`config.mk`:
```
export PLATFORM = sky130hd
export DESIGN_NAME = mul_issue_arbiter
export DESIGN_NICKNAME = d
export VERILOG_FILES = /design/src/rtl/mul_issue_arbiter.sv
export SDC_FILE = /design/constraint.sdc
export NUM_CORES = 1
export LEC_CHECK = 0
export CAP_MARGIN = 20
export CORE_MARGIN = 2
export CORE_UTILIZATION = 45
export DETAILED_ROUTE_END_ITERATION = 8
export PLACE_DENSITY_LB_ADDON = 0.25
export SLEW_MARGIN = 20
export SYNTH_ARGS = -nofsm -noshare
export SYNTH_HDL_FRONTEND = slang
export SYNTH_SLANG_ARGS = --single-unit
```
`constraint.sdc`:
```
create_clock -name clk -period 7.13 [get_ports clk]
set_clock_uncertainty 0.1 [all_clocks]
set_input_delay 1.426 -clock clk [delete_from_list [all_inputs] [get_ports clk]]
set_output_delay 1.426 -clock clk [all_outputs]
set_load 0.005 [all_outputs]
```
`src/rtl/mul_issue_arbiter.sv`:
```
// rtl/mul_issue_arbiter.sv - round-robin issue arbiter sharing one mul32 between two requesters
// Sequences mul32 start/return and buffers results in an in-order writeback FIFO.
module mul_issue_arbiter #(
    parameter int TAG_W      = 5,
    parameter int OBUF_DEPTH = 2
) (
    input  logic             clk,
    input  logic             rst_n,
    input  logic             flush,
    input  logic             req0_valid,
    output logic             req0_ready,
    input  logic [2:0]       req0_op,
    input  logic [TAG_W-1:0] req0_tag,
    input  logic [31:0]      req0_a,
    input  logic [31:0]      req0_b,
    input  logic             req1_valid,
    output logic             req1_ready,
    input  logic [2:0]       req1_op,
    input  logic [TAG_W-1:0] req1_tag,
    input  logic [31:0]      req1_a,
    input  logic [31:0]      req1_b,
    output logic             mul_in_en,
    output logic [31:0]      mul_a,
    output logic [31:0]      mul_b,
    output logic             mul_a_signed,
    output logic             mul_b_signed,
    input  logic             mul_idle,
    input  logic             mul_out_en,
    input  logic [31:0]      mul_sum_hi,
    input  logic [31:0]      mul_sum_lo,
    output logic             wb_valid,
    input  logic             wb_ready,
    output logic [TAG_W-1:0] wb_vregid,
    output logic [31:0]      wb_val,
    output logic             busy
);

    localparam logic [1:0] S_IDLE  = 2'd0;
    localparam logic [1:0] S_ISSUE = 2'd1;
    localparam logic [1:0] S_WAIT  = 2'd2;
    localparam logic [1:0] S_DRAIN = 2'd3;

    localparam int PTR_W = (OBUF_DEPTH > 1) ? $clog2(OBUF_DEPTH) : 1;
    localparam int CNT_W = $clog2(OBUF_DEPTH + 1);
    localparam logic [CNT_W-1:0] DEPTH_C  = CNT_W'(OBUF_DEPTH);
    localparam logic [PTR_W-1:0] LAST_PTR = PTR_W'(OBUF_DEPTH - 1);

    logic [1:0]       state_q, state_d;
    logic             rr_q, rr_d;
    logic             in_en_q;
    logic [31:0]      a_q, b_q;
    logic             as_q, bs_q;
    logic [2:0]       op_q;
    logic [TAG_W-1:0] tag_q;
    logic [PTR_W-1:0] wr_ptr_q, rd_ptr_q;
    logic [CNT_W-1:0] count_q;

    logic [TAG_W-1:0] tag_mem [OBUF_DEPTH];
    logic [31:0]      val_mem [OBUF_DEPTH];

    logic       grant_ok, sel1, hs, push, pop;
    logic [2:0] sel_op;

    function automatic logic [PTR_W-1:0] ptr_inc(input logic [PTR_W-1:0] p);
        return (p == LAST_PTR) ? '0 : p + 1'b1;
    endfunction

    // rr_q=1 favours req1; the lower-priority side wins only when the other is idle
    assign grant_ok   = (state_q == S_IDLE) && mul_idle && (count_q < DEPTH_C) && !flush;
    assign sel1       = req1_valid && (rr_q || !req0_valid);
    assign req0_ready = grant_ok && req0_valid && !sel1;
    assign req1_ready = grant_ok && sel1;
    assign hs         = req0_ready || req1_ready;
    assign sel_op     = sel1 ? req1_op : req0_op;

    assign push = (state_q == S_WAIT) && mul_out_en && !flush;
    assign pop  = (count_q != '0) && wb_ready && !flush;

    always_comb begin
        rr_d = rr_q;
        if (req0_ready) begin
            rr_d = 1'b1;
        end else if (req1_ready) begin
            rr_d = 1'b0;
        end
    end

    // a return coincident with flush in WAIT goes straight to IDLE, since DRAIN would never see it
    always_comb begin
        state_d = state_q;
        case (state_q)
            S_IDLE:  if (hs) state_d = S_ISSUE;
            S_ISSUE: state_d = flush ? S_DRAIN : S_WAIT;
            S_WAIT: begin
                if (mul_out_en)  state_d = S_IDLE;
                else if (flush)  state_d = S_DRAIN;
            end
            S_DRAIN: if (mul_out_en) state_d = S_IDLE;
            default: state_d = S_IDLE;
        endcase
    end

    always_ff @(posedge clk or negedge rst_n) begin
        if (!rst_n) begin
            state_q  <= S_IDLE;
            rr_q     <= 1'b0;
            in_en_q  <= 1'b0;
            a_q      <= '0;
            b_q      <= '0;
            as_q     <= 1'b0;
            bs_q     <= 1'b0;
            op_q     <= '0;
            tag_q    <= '0;
            wr_ptr_q <= '0;
            rd_ptr_q <= '0;
            count_q  <= '0;
        end else begin
            state_q <= state_d;
            rr_q    <= rr_d;
            in_en_q <= hs;
            if (hs) begin
                a_q   <= sel1 ? req1_a : req0_a;
                b_q   <= sel1 ? req1_b : req0_b;
                tag_q <= sel1 ? req1_tag : req0_tag;
                op_q  <= sel_op;
                as_q  <= !sel_op[1] || !sel_op[0];
                bs_q  <= !sel_op[1];
            end
            if (flush) begin
                wr_ptr_q <= '0;
                rd_ptr_q <= '0;
                count_q  <= '0;
            end else begin
                if (push) wr_ptr_q <= ptr_inc(wr_ptr_q);
                if (pop)  rd_ptr_q <= ptr_inc(rd_ptr_q);
                if (push && !pop)      count_q <= count_q + 1'b1;
                else if (pop && !push) count_q <= count_q - 1'b1;
            end
        end
    end

    always_ff @(posedge clk) begin
        if (push) begin
            tag_mem[wr_ptr_q] <= tag_q;
            val_mem[wr_ptr_q] <= (op_q == 3'b000) ? mul_sum_lo : mul_sum_hi;
        end
    end

    always_ff @(posedge clk) begin
        if (push && !pop) assert (count_q != DEPTH_C);
    end

    assign mul_in_en    = in_en_q;
    assign mul_a        = a_q;
    assign mul_b        = b_q;
    assign mul_a_signed = as_q;
    assign mul_b_signed = bs_q;

    assign wb_valid  = (count_q != '0);
    assign wb_vregid = tag_mem[rd_ptr_q];
    assign wb_val    = val_mem[rd_ptr_q];
    assign busy      = (state_q != S_IDLE) || (count_q != '0);

endmodule

```
==> metrics.md, run 1 <==
| Metric | Value |
|---|---|
| DIE WIDTH | `129 um` |
| Peak fanout along the critical path | `71` |
| RSZ-0062 raised after global routing | `no` |
| Gr ovfl total | `0` |
| Setup Viol. Count Final | `0` |
| CTS H-tree lvls | `4` |
| R2r endpoint | `mul_a[31]$_DFFE_PN0P_` |
| Startpoint Class | `input port` |
| Post-synth design cell area | `0.00703 mm2` |
| Buffers on Ports | `323` |
| Dominant cells by area after synthesis | `edfxtp_1 32%, dfrtp_1 29%, mux2_2 11%` |
| # hold bufs at CTS | `0` |
| Critical path class | `in2out` |
| Filler cells | `1055` |
| Area of the multi-input gates | `0.00247 mm2` |
| Residual DRC | `0` |
| CTS clk-pin slew, worst paths | `0.06 ns` |
| Minimum clock period | `4.86 ns` |
| DR vias | `5650` |
| Post-Route WL | `20600 um` |
| Storage cell area | `0.00427 mm2` |
| Seq cells post-synth | `156` |
| Post-CTS sizing | `0` |
| CTS root buffer | `clkbuf_16` |
| Netlist cell types | `41` |
| Max-slew headroom | `30.1%` |
| CTS max path bufs | `2` |
| Syn nets | `685` |
| Area share of the largest cell type after synthesis | `31.6%` |
| Max IR drop VDD | `0.209 mV` |
| Routed vias/inst | `5.67` |
| Max Clk Rate | `0.206 GHz` |
| Commonest cells after routing, fill and taps aside | `322 x clkdlybuf4s50_1, 82 x dfrtp_1, 74 x edfxtp_1` |
| Mapped Cells | `469` |
| Largest net degree at the start of global routing | `83` |
| Final Hold Fails | `0` |
| WP data required | `5.60 ns` |
| Antenna viol nets, final | `0` |
| Reg2reg start | `state_q[1]$_DFFE_PN0P_` |
| Gr usage total | `23.9%` |
| Post-DP HPWL | `14200 um` |
| CP arrival | `3.33 ns` |
| RePlAce Congestion | `0.857` |
| Starting Density | `46.1%` |
| CTS tree | `built` |
| TritonCTS Buffers | `17` |
| Sequential-to-total area share from yosys stat | `60.8%` |
| Synth Area per Inst | `15.0 um2` |
| Setup crit start | `req1_valid` |
| Status | `complete, no violations` |
| Post-route clock period utilization | `68.2%` |
| Layout cells sized above 1 | `16.7%` |
| # IOs | `324` |
| Fin. max-slew vios | `0` |
| Vias in the first global route | `5804` |
| Worst-skew pair later-pin latency | `0.41 ns` |
| Max Cap Violations | `0` |
| Row count | `45` |
| Synth area leader | `edfxtp_1` |
| Pleak | `0.00394 uW` |
| Syn. warnings | `0` |
| Die height | `129 um` |
| DR iter-0 viols | `312` |
| TNS Setup | `0 ns` |
| Wirelength per Cell | `20.6 um` |
| CP Capture Type | `output pin` |
| Area delta synth->final | `55.7%` |
| Worst slew pin tran | `1.05 ns` |
| Post-Layout Cell Count | `996` |
| WHS | `0.384 ns` |
| Core area | `0.0153 mm2` |
| Global-route wire length before repair | `30500 um` |
| R2R depth | `3` |
| R2R setup slack | `4.71 ns` |
| Die area | `0.0166 mm2` |
| Dpl cells | `963` |
| Commonest non-fill, non-tap cell in the layout | `clkdlybuf4s50_1` |
| Hold Crit Class | `reg2reg` |
| Initial antenna violation count | `1` |
| Setup Buffers After CTS | `0` |
| CP endpoint | `req0_ready` |
| Initial DRT Pass Iterations | `5` |
| Fin nets | `987` |
| Pwr Density | `332 mW/mm2` |
| Sink Count | `156` |
## metrics by stage
step / instance area (um2) / total power [uW] / utilization [%] / setup WS (ns)
after floorplan: 7030 / 1940 / - / 2.15
after global placement: 10300 / 2630 / 67.5 / 2.32
after detailed placement: 10300 / 2670 / 67.5 / 2.28
after CTS: 10900 / 3660 / 71.7 / 2.27
after global routing: 10900 / 3800 / 71.7 / 2.17
final: 10900 / 3630 / 71.7 / 2.27
## cell type report
cell class                 instances  share of cell area (%)
multi-input combinational        263                    22.5
timing repair buffer             330                    30.0
inverter                           3                   0.149
antenna                            1                  0.0229
clock inverter                    15                    1.93
tap                              211                    2.41
sequential                       156                    39.0
clock buffer                      17                    3.89
## cells in the mapped netlist (all sizes together)
master	count
a2bb2oi	70
nor4b	1
nor3	5
or4b	1
or3	1
and3	2
xor2	3
o221a	1
nand3	2
clkinv	1
nand2	3
a21bo	1
or2	2
a222oi	1
o31a	1
and4bb	1
mux2	69
a31oi	3
nand3b	2
edfxtp	74
o21ai	3
nor2b	1
o32ai	70
nand2b	2
a21oi	3
inv	2
clkbuf	23
nor2	6
a21boi	2
buf	24
a31o	1
nor3b	1
dfrtp	82
o31ai	5
## report_power, final
part / internal [uW] / switching (uW)
Combinational: 795 / 466
Clock: 595 / 377
Sequential: 1230 / 169
## worst min-delay path by stage
stage                              start                 endpoint  slack, ns  depth (start not counted)
detailed placement  tag_q[2]$_DFFE_PN0P_  tag_mem[0][2]$_DFFE_PP_       0.38                          0
finish              tag_q[2]$_DFFE_PN0P_  tag_mem[0][2]$_DFFE_PP_       0.38                          0
floorplan           tag_q[0]$_DFFE_PN0P_  tag_mem[0][0]$_DFFE_PP_       0.34                          0
CTS                 tag_q[2]$_DFFE_PN0P_  tag_mem[0][2]$_DFFE_PP_       0.39                          0
global route        tag_q[0]$_DFFE_PN0P_  tag_mem[1][0]$_DFFE_PP_       0.41                          0
global placement    tag_q[4]$_DFFE_PN0P_  tag_mem[0][4]$_DFFE_PP_       0.36                          0
## routing by layer
layer / global-route usage (%) / up-vias / wire, um
met4: 8.50 / 0 / 514
met5: 0 / - / 0
met1: 27.3 / 2812 / 7690
li1: - / 2537 / -
met3: 9.23 / 34 / 1860
met2: 41.2 / 267 / 10500
## worst max-delay path: stages
cell and delay, ns:
clkdlybuf4s50_1 0.60, a21bo_2 0.17, buf_4 0.56, nor2_1 0.09, clkdlybuf4s50_1 0.47
## sequential cells by signal, summed over array words and instances (netlist names), 2 cells and up
name / count
val_mem: 64
mul_a: 32
mul_b: 32
tag_mem: 10
tag_q: 5
op_q: 3
count_q: 2
state_q: 2
## cell families (layout without fill, tap and decap cells)
family | count (synthesis) | in the layout | synth area share, %
AND/OR/NAND/NOR | 30 | 30 | 3.13
multiplexers | 69 | 69 | 11.1
buffers and inverters | 50 | 365 | 4.43
other | 0 | 1 | 0
XOR/XNOR | 3 | 3 | 0.374
AO/OA/AOI/OAI | 161 | 161 | 20.2
flip-flops | 156 | 156 | 60.8
(Power assumes the default switching activity.)
==> inputs of run 2 (changes only) <==
Settings changed: CORE_UTILIZATION 45 to 38.
Clock period 7.13 ns to 4.3 ns, I/O delays scaled along.
==> run 2 against run 1 <==
Compared with the run above:
- the flow now finishes with violations (DRC)
- first-iteration DRC count shrank 29%
- die area is 18% higher
- core utilization shrank 11 points
- cell count increased by 2.4%
- critical endpoint is now req1_ready
- largest cell class unchanged
- largest power group unchanged
==> metrics.md, run 2 (synthesized netlist as in run 1, its figures left out) <==
| Metric | Value |
|---|---|
| Peak fanout along the critical path | `4 (was 71)` |
| CP Capture Type | `output pin (unchanged)` |
| Fin nets | `992 (was 987)` |
| Post-route clock period utilization | `81.7%` |
| RePlAce Congestion | `0.809 (was 0.857)` |
| DIE WIDTH | `140 um (was 129 um)` |
| Slowest CP cell | `clkdlybuf4s50_1 (unchanged)` |
| Die height | `140 um (was 129 um)` |
| CTS tree | `built (unchanged)` |
| RSZ-0062 raised after global routing | `no (unchanged)` |
| Filler cells | `1421 (was 1055)` |
| Dpl cells | `986 (was 963)` |
| TritonCTS Buffers | `17 (unchanged)` |
| Final Util | `60.8% (was 71.7%)` |
| Tot Pwr | `6000 uW (was 3630 uW)` |
| Post-Route WL | `20700 um (was 20600 um)` |
| Post-Layout Cell Count | `1020 (was 996)` |
| Final Hold Fails | `0 (unchanged)` |
| Buffers on Ports | `323 (unchanged)` |
| Hold Crit Class | `reg2reg (unchanged)` |
| Minimum clock period | `3.52 ns` |
| Max reg flops | `64 (unchanged)` |
| Wirelength per Cell | `20.3 um (was 20.6 um)` |
| Final setup margin | `0.785 ns (was 2.27 ns)` |
| Seq pwr share | `38.9% (was 38.5%)` |
| Most frequent CP cell | `clkdlybuf4s50_1 (unchanged)` |
| Status | `complete, but fails checks (was complete, no violations)` |
| Post-CTS sizing | `0 (unchanged)` |
| Row count | `49 (was 45)` |
| Failing checks | `DRC` |
| Largest net degree at the start of global routing | `73 (was 83)` |
| Startpoint Class | `input port (unchanged)` |
| CTS root buffer | `clkbuf_16 (unchanged)` |
| Critical path class | `in2out (unchanged)` |
| Post-DP HPWL | `14500 um (was 14200 um)` |
| CP arrival | `2.56 ns (was 3.33 ns)` |
| Residual DRC | `21 (was 0)` |
| Max-slew headroom | `41.2% (was 30.1%)` |
| Gr ovfl total | `0 (unchanged)` |
| Layout cells sized above 1 | `17.5% (was 16.7%)` |
| Max Cap Violations | `0 (unchanged)` |
| Max IR drop VDD | `0.305 mV (was 0.209 mV)` |
| Global-route wire length before repair | `31900 um (was 30500 um)` |
| Pre-CTS WS | `0.768 ns (was 2.28 ns)` |
| # hold bufs at CTS | `0 (unchanged)` |
| Max Clk Rate | `0.284 GHz` |
| Sink Count | `156 (unchanged)` |
| Pleak | `0.00396 uW (was 0.00394 uW)` |
| Setup Viol. Count Final | `0 (unchanged)` |
| CTS max path bufs | `2 (unchanged)` |
| Starting Density | `38.9% (was 46.1%)` |
| Worst slew pin tran | `0.882 ns (was 1.05 ns)` |
| Core area | `0.0181 mm2 (was 0.0153 mm2)` |
| CTS H-tree lvls | `4 (unchanged)` |
| Commonest non-fill, non-tap cell in the layout | `clkdlybuf4s50_1 (unchanged)` |
| Max stage delay on crit path | `0.53 ns (was 0.60 ns)` |
| Clock power share | `26.4% (was 26.8%)` |
| Vias in the first global route | `6000 (was 5804)` |
| Switching share of power | `28.3% (was 27.9%)` |
| CTS clk-pin slew, worst paths | `0.06 ns (about the same)` |
| Family with the most delay on the worst path | `buffers and inverters (unchanged)` |
| Initial DRT Pass Iterations | `9 (was 5)` |
| DR iter-0 viols | `222 (was 312)` |
| Setup Buffers After CTS | `0 (unchanged)` |
| Worst-skew pair later-pin latency | `0.42 ns (was 0.41 ns)` |
| Pint | `4300 uW (was 2620 uW)` |
| Initial antenna violation count | `2 (was 1)` |
| Die area | `0.0196 mm2 (was 0.0166 mm2)` |
| Combinational share of power | `34.7% (about the same)` |
| Worst path bufs/invs | `2 (was 3)` |
| Commonest cells after routing, fill and taps aside | `322 x clkdlybuf4s50_1, 81 x dfrtp_1, 74 x edfxtp_1 (was 322 x clkdlybuf4s50_1, 82 x dfrtp_1, 74 x edfxtp_1)` |
| Sw Pwr | `1700 uW (was 1010 uW)` |
| TNS Setup | `0 ns (unchanged)` |
| Fin. max-slew vios | `0 (unchanged)` |
| Antenna viol nets, final | `0 (unchanged)` |
| Worst path cell trace | `clkdlybuf4s50_1 -> nor4b_4 -> nand2_1 -> nor3_1 -> clkdlybuf4s50_1 (was clkdlybuf4s50_1 -> a21bo_2 -> buf_4 -> nor2_1 -> clkdlybuf4s50_1)` |
| WP data required | `3.34 ns (was 5.60 ns)` |
| # IOs | `324 (unchanged)` |
| Area delta synth->final | `56.5% (was 55.7%)` |
| Gr usage total | `20.7% (was 23.9%)` |
| Biggest register | `val_mem (unchanged)` |
| Pwr Density | `545 mW/mm2 (was 332 mW/mm2)` |
| Routed vias/inst | `5.47 (was 5.67)` |
| DR vias | `5581 (was 5650)` |
==> run 2: changes by cell type in the layout (fill, tap and decap cells not counted) <==
cell        before  now
nor3b_4          0    1
inv_8            2    4
nor3b_2          1    0
dfrtp_2          0    1
dfrtp_1         82   81
bufinv_16        4    3
buf_6            1    0
clkinv_1         1    0
diode_2          1    2
buf_4            7   13
clkinv_4         3    2
clkinvlp_4       1    2
==> run 2: path summary, 6_finish.rpt <==
check	endpoint	slack, ns	startpoint	cells past startpoint
setup / recovery	req1_ready	0.78	mul_idle	5
hold / removal	tag_mem[1][1]$_DFFE_PP_	0.39	tag_q[1]$_DFFE_PN0P_	0
setup reg to reg	mul_b[24]$_DFFE_PN0P_	1.99	state_q[1]$_DFFE_PN0P_	4
hold reg to reg	tag_mem[1][1]$_DFFE_PP_	0.39	tag_q[1]$_DFFE_PN0P_	0
max in group asynchronous	tag_q[1]$_DFFE_PN0P_	2.86	rst_n	2
min in group asynchronous	mul_a[0]$_DFFE_PN0P_	0.45	rst_n	1
==> run 2: per-stage QoR <==
step	area [um2]	hold slack [ns]
finish	11000	0.390
global route	11000	0.410
CTS	11000	0.395
detailed placement	10400	0.377
global placement	10400	0.361
floorplan	7030	0.343
==> run 2: power by group through the flow <==
stage                     Sequential, uW  Clock, uW  Combinational, uW
after floorplan                     2290          0                926
after global placement              2330          0               2060
after detailed placement            2340          0               2100
after CTS                           2330       1620               2110
after global routing                2380       1680               2230
final                               2330       1590               2080
==> run 2: worst reg2reg max path, cell delays in order (launching register included) <==
cell and delay [ns]:
dfrtp_1 0.50, or4b_4 0.62, nor2_8 0.46, buf_4 0.38, a2bb2oi_1 0.11
==> run 2: area by class of cell <==
type / count / area (um2) / area share [%]
diodes: 2 / 5.00 / 0.0455
clock buffers: 17 / 425 / 3.87
clock inverters: 15 / 199 / 1.81
inverters: 3 / 16.3 / 0.148
multi-input cells: 263 / 2470 / 22.5
flip-flops and latches: 156 / 4280 / 38.9
well taps: 229 / 287 / 2.60
repair buffers: 335 / 3320 / 30.2
==> run 2: routing by layer <==
metal	up-vias	global-route usage (%)	routed length, um
li1	2547	-	-
met1	2733	23.8	7840
met2	270	35.3	10300
met3	31	7.62	2000
met4	0	8.40	529
met5	-	0	0
==> inputs of run 3 (changes only) <==
Clock period 4.3 ns to 2.99 ns, I/O delays scaled along.
==> run 3 against run 2 <==
Compared with the run above:
- the run still ends with DRC left
- clock power increased by 43%
- clock-buffer cell count did not move
- routed wire length down 0.52%
- die area unchanged
- via count down 1.2%
- worst hold slack lost 0.0078 ns
- global-route usage grew 0.20 points
- critical path type unchanged
- critical path depth stayed put
- core utilization rose by 0.57 points
- largest cell class unchanged
- setup slack worse by 0.66 ns
- critical endpoint unchanged
- sequential power grew 42%
==> metrics.md, run 3 (synthesized netlist as in run 1, its figures left out) <==
| Metric | Value |
|---|---|
| Post-route clock period utilization | `95.8%` |
| WP data required | `2.29 ns (was 3.34 ns)` |
| Setup crit start | `mul_idle (unchanged)` |
| # IOs | `324 (unchanged)` |
| Worst slew pin tran | `0.786 ns (was 0.882 ns)` |
| CP arrival | `2.17 ns (was 2.56 ns)` |
| RePlAce Congestion | `0.813 (was 0.809)` |
| Post-CTS sizing | `0 (unchanged)` |
| CTS root buffer | `clkbuf_16 (unchanged)` |
| Routed vias/inst | `5.39 (was 5.47)` |
| Status | `complete, but fails checks (unchanged)` |
| Min-delay src | `tag_q[0]$_DFFE_PN0P_ (was tag_q[1]$_DFFE_PN0P_)` |
| Area delta synth->final | `58.0% (was 56.5%)` |
| Initial antenna violation count | `2 (unchanged)` |
| Row count | `49 (unchanged)` |
| DR vias | `5515 (was 5581)` |
| Wirelength per Cell | `20.1 um (was 20.3 um)` |
| Setup Buffers After CTS | `0 (unchanged)` |
| Failing checks | `DRC (unchanged)` |
| WHS | `0.382 ns (was 0.390 ns)` |
| Critical path class | `in2out (unchanged)` |
| Hold Crit Class | `reg2reg (unchanged)` |
| Commonest cells after routing, fill and taps aside | `322 x clkdlybuf4s50_1, 82 x dfrtp_1, 74 x edfxtp_1 (was 322 x clkdlybuf4s50_1, 81 x dfrtp_1, 74 x edfxtp_1)` |
| DIE WIDTH | `140 um (unchanged)` |
| Layout cells sized above 1 | `17.6% (was 17.5%)` |
| Core area | `0.0181 mm2 (unchanged)` |
| Biggest register | `val_mem (unchanged)` |
| Max Clk Rate | `0.349 GHz` |
| CTS tree | `built (unchanged)` |
| Peak fanout along the critical path | `3 (was 4)` |
| Reg2reg start | `state_q[1]$_DFFE_PN0P_ (unchanged)` |
| Fin nets | `995 (was 992)` |
| Buffers on Ports | `323 (unchanged)` |
| Global-route wire length before repair | `32100 um (was 31900 um)` |
| Gr usage total | `20.9% (was 20.7%)` |
| Max Cap Violations | `0 (unchanged)` |
| Max-slew headroom | `47.6% (was 41.2%)` |
| Largest net degree at the start of global routing | `74 (was 73)` |
| CP Capture Type | `output pin (unchanged)` |
| Starting Density | `38.9% (unchanged)` |
| Die height | `140 um (unchanged)` |
| Residual DRC | `20 (was 21)` |
| DR iter-0 viols | `284 (was 222)` |
| Die area | `0.0196 mm2 (unchanged)` |
| Post-Route WL | `20600 um (was 20700 um)` |
| Initial DRT Pass Iterations | `9 (unchanged)` |
| TNS Setup | `0 ns (unchanged)` |
| Post-DP HPWL | `14300 um (was 14500 um)` |
| Commonest non-fill, non-tap cell in the layout | `clkdlybuf4s50_1 (unchanged)` |
| CTS clk-pin slew, worst paths | `0.06 ns (about the same)` |
| Final Hold Fails | `0 (unchanged)` |
| Pleak | `0.00400 uW (was 0.00396 uW)` |
| Startpoint Class | `input port (unchanged)` |
| Worst-skew pair later-pin latency | `0.42 ns (about the same)` |
| Max reg flops | `64 (unchanged)` |
| Sink Count | `156 (unchanged)` |
| RSZ-0062 raised after global routing | `no (unchanged)` |
| Vias in the first global route | `5842 (was 6000)` |
| CTS H-tree lvls | `4 (unchanged)` |
| CTS max path bufs | `2 (unchanged)` |
| Pwr Density | `776 mW/mm2 (was 545 mW/mm2)` |
| Fin. max-slew vios | `0 (unchanged)` |
| TritonCTS Buffers | `17 (unchanged)` |
| Setup Viol. Count Final | `0 (unchanged)` |
| Antenna viol nets, final | `0 (unchanged)` |
| Max IR drop VDD | `0.410 mV (was 0.305 mV)` |
| Gr ovfl total | `0 (unchanged)` |
| Minimum clock period | `2.87 ns` |
==> run 3: cell type report <==
type / count / area [um2]
diodes: 2 / 5.00
fillers: 1386 / 6980
clock inverters: 15 / 196
multi-input cells: 263 / 2480
clock buffers: 17 / 425
well taps: 229 / 287
repair buffers: 338 / 3420
inverters: 3 / 16.3
flip-flops and latches: 156 / 4270
==> run 3: repair_timing <==
action / in CTS / in global routing
endpoints found under the setup margin: 0 / 0
hold buffers: 1 / 0
endpoints found under the hold margin: 22 / 0
==> run 3: final timing paths <==
check / endpoint / slack [ns] / depth (start not counted)
setup / recovery: req1_ready / 0.12 / 5
setup reg to reg: mul_a[7]$_DFFE_PN0P_ / 0.98 / 6
hold / removal: tag_mem[0][0]$_DFFE_PP_ / 0.38 / 0
min in group asynchronous: mul_b[30]$_DFFE_PN0P_ / 0.55 / 2
max in group asynchronous: mul_b[4]$_DFFE_PN0P_ / 1.59 / 3
hold reg to reg: tag_mem[0][0]$_DFFE_PP_ / 0.38 / 0
==> run 3: where the power goes <==
part           internal [uW]  switching (uW)  total [uW]
clock network           1350             926        2270
registers               2930             398        3320
logic                   1930            1090        3020
==> run 3: worst max-delay path, cell delays in order <==
cell,delay (ns)
clkdlybuf4s50_1,0.48
nor4b_4,0.22
nand2_1,0.14
nor3_1,0.20
clkdlybuf4s50_1,0.53
==> run 3: per-layer routing <==
| layer | global-route usage, % | wire length, um | vias up |
|---|---|---|---|
| met5 | 0 | 0 | - |
| met4 | 8.19 | 429 | 0 |
| met3 | 7.38 | 2020 | 22 |
| met2 | 35.2 | 10500 | 243 |
| met1 | 24.7 | 7670 | 2693 |
| li1 | - | - | 2557 |
==> run 3: metrics by stage <==
| step | std cells | util (%) | power, uW | setup slack, ns | instance area (um2) |
|---|---|---|---|---|---|
| after CTS | 1021 | 61.4 | 8720 | 0.0967 | 11100 |
| after floorplan | 469 | - | 4630 | 0.120 | 7040 |
| after detailed placement | 988 | 57.9 | 6390 | 0.113 | 10500 |
| after global routing | 1023 | 61.4 | 9070 | 0.0192 | 11100 |
| final | 1023 | 61.4 | 8620 | 0.124 | 11100 |
| after global placement | 988 | 57.9 | 6310 | 0.142 | 10500 |
==> patch 1, RTL diff (config.mk and constraints of run 2) <==
`TAG_W`: 5 -> 10.
--- a/src/rtl/mul_issue_arbiter.sv
+++ b/src/rtl/mul_issue_arbiter.sv
@@ -1,7 +1,7 @@
 // rtl/mul_issue_arbiter.sv - round-robin issue arbiter sharing one mul32 between two requesters
 // Sequences mul32 start/return and buffers results in an in-order writeback FIFO.
 module mul_issue_arbiter #(
-    parameter int TAG_W      = 5,
+    parameter int TAG_W      = 10,
     parameter int OBUF_DEPTH = 2
 ) (
     input  logic             clk,
Interface: changed (resized req0_tag, req1_tag and wb_vregid); port bits go from 324 to 339. The function was not compared with the original's and may differ.
==> patch 1 against run 2 <==
Area after synthesis up 13%. Critical path depth unchanged. Cell area up 9.6%. Wire length up 4.2%. Combinational power up 12%. Sequential cell count up 15. Power up 8.0%. Fmax up 0.35%. Worst setup slack better by 12 ps. Critical path type unchanged.
==> patch 1: results (changes against run 2) <==
Placed design
• **final weighted congestion of routability-driven global placement** 0.831, +2.8%
• **Detailed Place HPWL** 15.5 mm, +6.6%
• **placed cell areas** 11400 sq um, +10%
• **count of input and output buffers** 338, +4.6%

Clock tree
• **clock insertion delay at the later pin of the skew report** 410 ps
• **quantity of gates resized following cts** 0, unchanged
• **H-Tree Level Count** 4, unchanged
• **cell at the root of the clock tree** sky130_fd_sc_hd__clkbuf_16
• **clock buffer count from CTS** 17, unchanged
• **clock-pin slew of the registers on the worst-case setup and hold paths** 70 ps
• **Clock Tree Buf Depth** 2, unchanged
• **number of post-CTS setup repair buffers** 0, unchanged

GRT
• **residual overflow from global routing** 0, unchanged
• **antenna violations before repair** 3, +1
• **first-pass GRT wire length** 32.9 mm, +3.1%
• **pin count of the biggest net entering global routing** 79, +8.2%
• **via count of the first global-routing pass** 6359, +6.0%
• **global-route usage over all layers** 0.191, -0.0164

Synthesis
• **number of synthesized flops with an enable pin** 84, +14%
• **number of distinct library cell variants in the gate-level netlist after synthesis** 41, unchanged
• **number of synthesis warnings** 0, unchanged
• **most area-consuming cells after synthesis** sky130_fd_sc_hd__edfxtp_1 (32%), sky130_fd_sc_hd__dfrtp_1 (27%), sky130_fd_sc_hd__mux2_2 (10%)
• **number of nets in the synthesized netlist** 730, +6.6%
• **register area share after synthesis** 0.592, -0.0162
• **share of async-settable or async-resettable flops after synthesis** 0.509, -0.0169
• **post-synthesis sequential element count** 171, +9.6%
• **most frequent cells after synthesis** sky130_fd_sc_hd__dfrtp_1 (87), sky130_fd_sc_hd__edfxtp_1 (84), sky130_fd_sc_hd__o32ai_1 (75), sky130_fd_sc_hd__mux2_2 (74), sky130_fd_sc_hd__a2bb2oi_2 (50)

Critical path
• **worst-path maximum fanout** 4, unchanged
• **R2R depth** 4, unchanged
• **CP max-delay cell** sky130_fd_sc_hd__clkdlybuf4s50_1
• **Worst Path Arrival** 2540 ps, -20 ps
• **Largest stage delay, worst path** 530 ps, about the same

Layout
• **Clock buf/inv share** 0.0515, -0.00528
• **Layout Nets** 1047, +5.5%
• **diodes inserted** 3, +1
• **Largest register FFs** 64, unchanged
• **fraction of area in registers** 0.390, +0.00129
• **data-path buffer share of cell area in the final layout** 0.290, -0.0119
• **fraction of area in multi-input gates** 0.239, +0.0142
• **FILL cells** 1617, +14%
• **share of cells above drive strength 1** 0.222, +0.0469
• **buffer count excluding the clock tree in the final layout** 350, +4.5%
• **Multi-Input Combinational** 278, +5.7%
• **final-layout clock buffer total** 17, unchanged
• **Non-CTS inverters** 3, unchanged
• **final instance area** 12100 sq um, +9.6%
• **largest register by flop count** val_mem

Hold path
• **type of the tightest min-delay check** flip-flop to flip-flop
• **worst hold path stage count** 0, unchanged

Routing
• **total vias in the final route** 5899, +5.7%
• **total routed wirelength** 21.6 mm, +4.2%
• **Pre-Repair DR Iteration Count** 5, -4
• **count of routing violations after the opening detailed-route iteration** 228, +2.7%

Status
• **result of the run** completed

Pwr
• **Leak Pwr** 4.25 nW, +7.3%
• **VDD IR max** 256 uV, -16%

STA
• **slew at the pin closest to its max-slew limit** 1020 ps, +141 ps

==> patch 1: changes by cell type after synthesis, sizes merged <==
cell | run 2 | this run
nor4bb | 0 | 1
buf | 24 | 26
mux2 | 69 | 74
o32ai | 70 | 75
clkbuf | 23 | 26
dfrtp | 82 | 87
edfxtp | 74 | 84
a2bb2oi | 70 | 75
and4bb | 1 | 0
==> patch 1: through the flow <==
stage	utilization	setup WS (ps)	hold WS [ps]	total power [mW]	std cells
2_1_floorplan	-	952	343	3.70	504
3_3_place_gp	0.561	828	355	4.88	1072
3_5_place_dp	0.561	801	358	4.95	1072
4_1_cts	0.592	790	368	6.55	1104
5_1_grt	0.592	680	392	6.81	1107
6_report	0.592	797	367	6.47	1107
==> patch 1: path summary, 6_finish.rpt <==
path / from / to / slack, ps
setup / recovery: mul_idle / req1_ready / 800
hold / removal: tag_q[2] / tag_mem[1][2] / 370
setup reg to reg: state_q[0] / mul_a[20] / 2130
hold reg to reg: tag_q[2] / tag_mem[1][2] / 370
max in group asynchronous: rst_n / mul_a[12] / 2820
min in group asynchronous: rst_n / mul_b[18] / 420
==> patch 1: cells by family after synthesis <==
logic type	synth area share
AOI/OAI and AO/OA	0.224
xor gates and xnor gates	0.00331
buffers and inverters	0.0498
DFF	0.592
muxes	0.105
and+or+nand+nor	0.0263
==> patch 1: power breakdown <==
part	switching, mW	internal (mW)
logic	0.822	1.50
clock network	0.725	0.848
registers	0.346	2.23
total	1.89	4.58
==> patch 1: critical path: cells and delay by family <==
kind,cells,cell delay [ps]
buffers and inverters,2,1000
AND/OR/NAND/NOR,3,680
==> patch 1: routing by layer <==
metal	share of wire	up-vias	routed length [um]	track usage
met1	0.38	2907	8200	0.217
met5	0	-	0	0
met3	0.082	29	1770	0.0629
met2	0.52	245	11200	0.336
li1	-	2718	-	-
met4	0.020	0	442	0.0695
==> patch 2, RTL diff (flow settings as in run 2) <==
Without the edit above. Make the reset (`rst_n`) synchronous in one clocked block.
--- a/src/rtl/mul_issue_arbiter.sv
+++ b/src/rtl/mul_issue_arbiter.sv
@@ -100,7 +100,7 @@
         endcase
     end
 
-    always_ff @(posedge clk or negedge rst_n) begin
+    always_ff @(posedge clk) begin
         if (!rst_n) begin
             state_q  <= S_IDLE;
             rr_q     <= 1'b0;
Check against the original RTL: differs if rst_n is asserted again (counterexample within 4 cycles, from zero or initial values and one cycle with rst_n low); with rst_n held inactive, the same outputs for 4 cycles.
==> patch 2 against run 2 <==
Cell area grew 0.73%. Count of clock-buffer cells in the layout is the same. Area after synthesis up 1.9%. Hold slack worse by 29 ps. Sequential cell count increased by 1. Global-route usage is 0.067 points lower. Wire length is 3.8% higher. Fmax is 1.3% higher. Die area rose by 1.9%. Worst setup slack better by 43 ps. Critical path type unchanged. Highest routed layer unchanged.
Power is not compared: it rests on default switching activity, and its combinational part moved more than twofold at a synthesized area within 25%.
==> patch 2: results (changes against run 2) <==
Routing
• **routed length per instance** 18.5 um, -9.0%
• **count of routing violations after the opening detailed-route iteration** 363, +64%
• **Via density** 5.45, -0.49%
• **Pre-Repair DR Iteration Count** 4, -5

Clock tree
• **clock buffer count from CTS** 17, unchanged
• **number of post-CTS setup repair buffers** 0, unchanged
• **clock insertion delay at the later pin of the skew report** 410 ps

GRT
• **pin count of the biggest net entering global routing** 147, +100%
• **via count of the first global-routing pass** 6212, +3.5%
• **first-pass GRT wire length** 32.6 mm, +2.1%
• **global-route usage over all layers** 0.207, -0.000667
• **antenna violations before repair** 0, -2

Critical path
• **Worst Path Arrival** 2510 ps, -50 ps
• **worst-path maximum fanout** 6, +2
• **Crit Reg-Reg Endpoint** mul_b[5]
• **setup slack on the worst flop-to-flop path** 1660 ps, -330 ps
• **launch point of the worst reg-to-reg path** state_q[0]
• **critical path startpoint** flush
• **R2R depth** 5, +1

Placed design
• **Detailed Place HPWL** 14.4 mm, -0.65%
• **final weighted congestion of routability-driven global placement** 0.759, -6.3%
• **Cell Count Post-Placement** 1133, +15%

Layout
• **share of cells above drive strength 1** 0.134, -0.0405
• **non-filler instance count after layout** 1164, +14%
• **largest register by flop count** val_mem
• **diodes inserted** 0, -2

Pwr
• **Leak Pwr** 3.61 nW

Synthesis
• **synthesized area per cell** 11.3 sq um, -25%
• **number of synthesized flops with an enable pin** 74, unchanged
• **most frequent cells after synthesis** sky130_fd_sc_hd__dfxtp_1 (83), sky130_fd_sc_hd__a21oi_1 (76), sky130_fd_sc_hd__edfxtp_1 (74), sky130_fd_sc_hd__o21ai_0 (74)
• **most area-consuming cells after synthesis** sky130_fd_sc_hd__edfxtp_1 (31%), sky130_fd_sc_hd__dfxtp_1 (23%), sky130_fd_sc_hd__mux2_2 (11%)
• **number of synthesis warnings** 0, unchanged
• **share of async-settable or async-resettable flops after synthesis** 0, -0.526
• **register area share after synthesis** 0.542, -0.0659
• **flip-flop cell with the highest count after synthesis** sky130_fd_sc_hd__dfxtp_1
• **number of distinct library cell variants in the gate-level netlist after synthesis** 32, -22%
• **number of nets in the synthesized netlist** 852, +24%

STA
• **slew at the pin closest to its max-slew limit** 1070 ps, +185 ps

Hold path
• **type of the tightest min-delay check** flip-flop to flip-flop

Status
• **result of the run** completed

## patch 2: final cells by class
type                            count  area, sq um
Tap cell                          234          293
Timing Repair Buffer              335         3330
Clock buffer                       17          425
Multi-Input combinational cell    404         3000
Inverter                            3         11.3
Clock inverter                     14          138
Sequential cell                   157         3880
Fill cell                        1589         7500
## patch 2: worst min path at each step
stage | slack, ps | endpoint | startpoint | depth (start not counted)
after floorplan | 330 | tag_mem[0][0] | tag_q[0] | 0
after global placement | 340 | tag_mem[0][1] | tag_q[1] | 0
after detailed placement | 350 | tag_mem[0][0] | tag_q[0] | 0
after CTS | 360 | tag_mem[1][3] | tag_q[3] | 0
after global routing | 370 | tag_mem[0][3] | tag_q[3] | 0
final | 360 | tag_mem[1][3] | tag_q[3] | 0
## patch 2: worst max-delay path, stage by stage
cell and delay, ps:
sky130_fd_sc_hd__clkdlybuf4s50_1 520, sky130_fd_sc_hd__nor4_4 300, sky130_fd_sc_hd__nand2_1 90, sky130_fd_sc_hd__nor3_1 180
sky130_fd_sc_hd__clkdlybuf4s50_1 560
## patch 2: cells by family after synthesis
logic type	after synthesis	synth area share
AO/OA/AOI/OAI	230	0.202
flip-flops	157	0.542
AND/OR/NAND/NOR	100	0.0976
buffers and inverters	74	0.0426
multiplexers	69	0.108
XOR/XNOR	4	0.00489
adder cells (fa/ha/maj)	1	0.00175
## patch 2: metal layers
| layer | GRT usage | wire (um) | up-vias |
|---|---|---|---|
| li1 | - | - | 3037 |
| met1 | 0.238 | 8630 | 2994 |
| met2 | 0.347 | 10300 | 276 |
| met3 | 0.0857 | 2130 | 31 |
| met4 | 0.0711 | 468 | 0 |
| met5 | 0 | 0 | - |
## patch 2: power by group
| part | leakage [nW] | internal [mW] | switching [mW] | total (mW) |
|---|---|---|---|---|
| clock network | 0.270 | 0.805 | 0.622 | 1.43 |
| registers | 1.35 | 1.66 | 0.0446 | 1.70 |
| logic | 2.00 | 0.450 | 0.323 | 0.773 |
## patch 2: metrics by stage
| step | cell area, sq um | power [mW] | setup WS (ps) |
|---|---|---|---|
| floorplan | 7160 | 2.09 | 671 |
| global placement | 10500 | 2.50 | 824 |
| detailed placement | 10500 | 2.51 | 755 |
| CTS | 11100 | 3.95 | 819 |
| global route | 11100 | 4.07 | 716 |
| finish | 11100 | 3.90 | 828 |
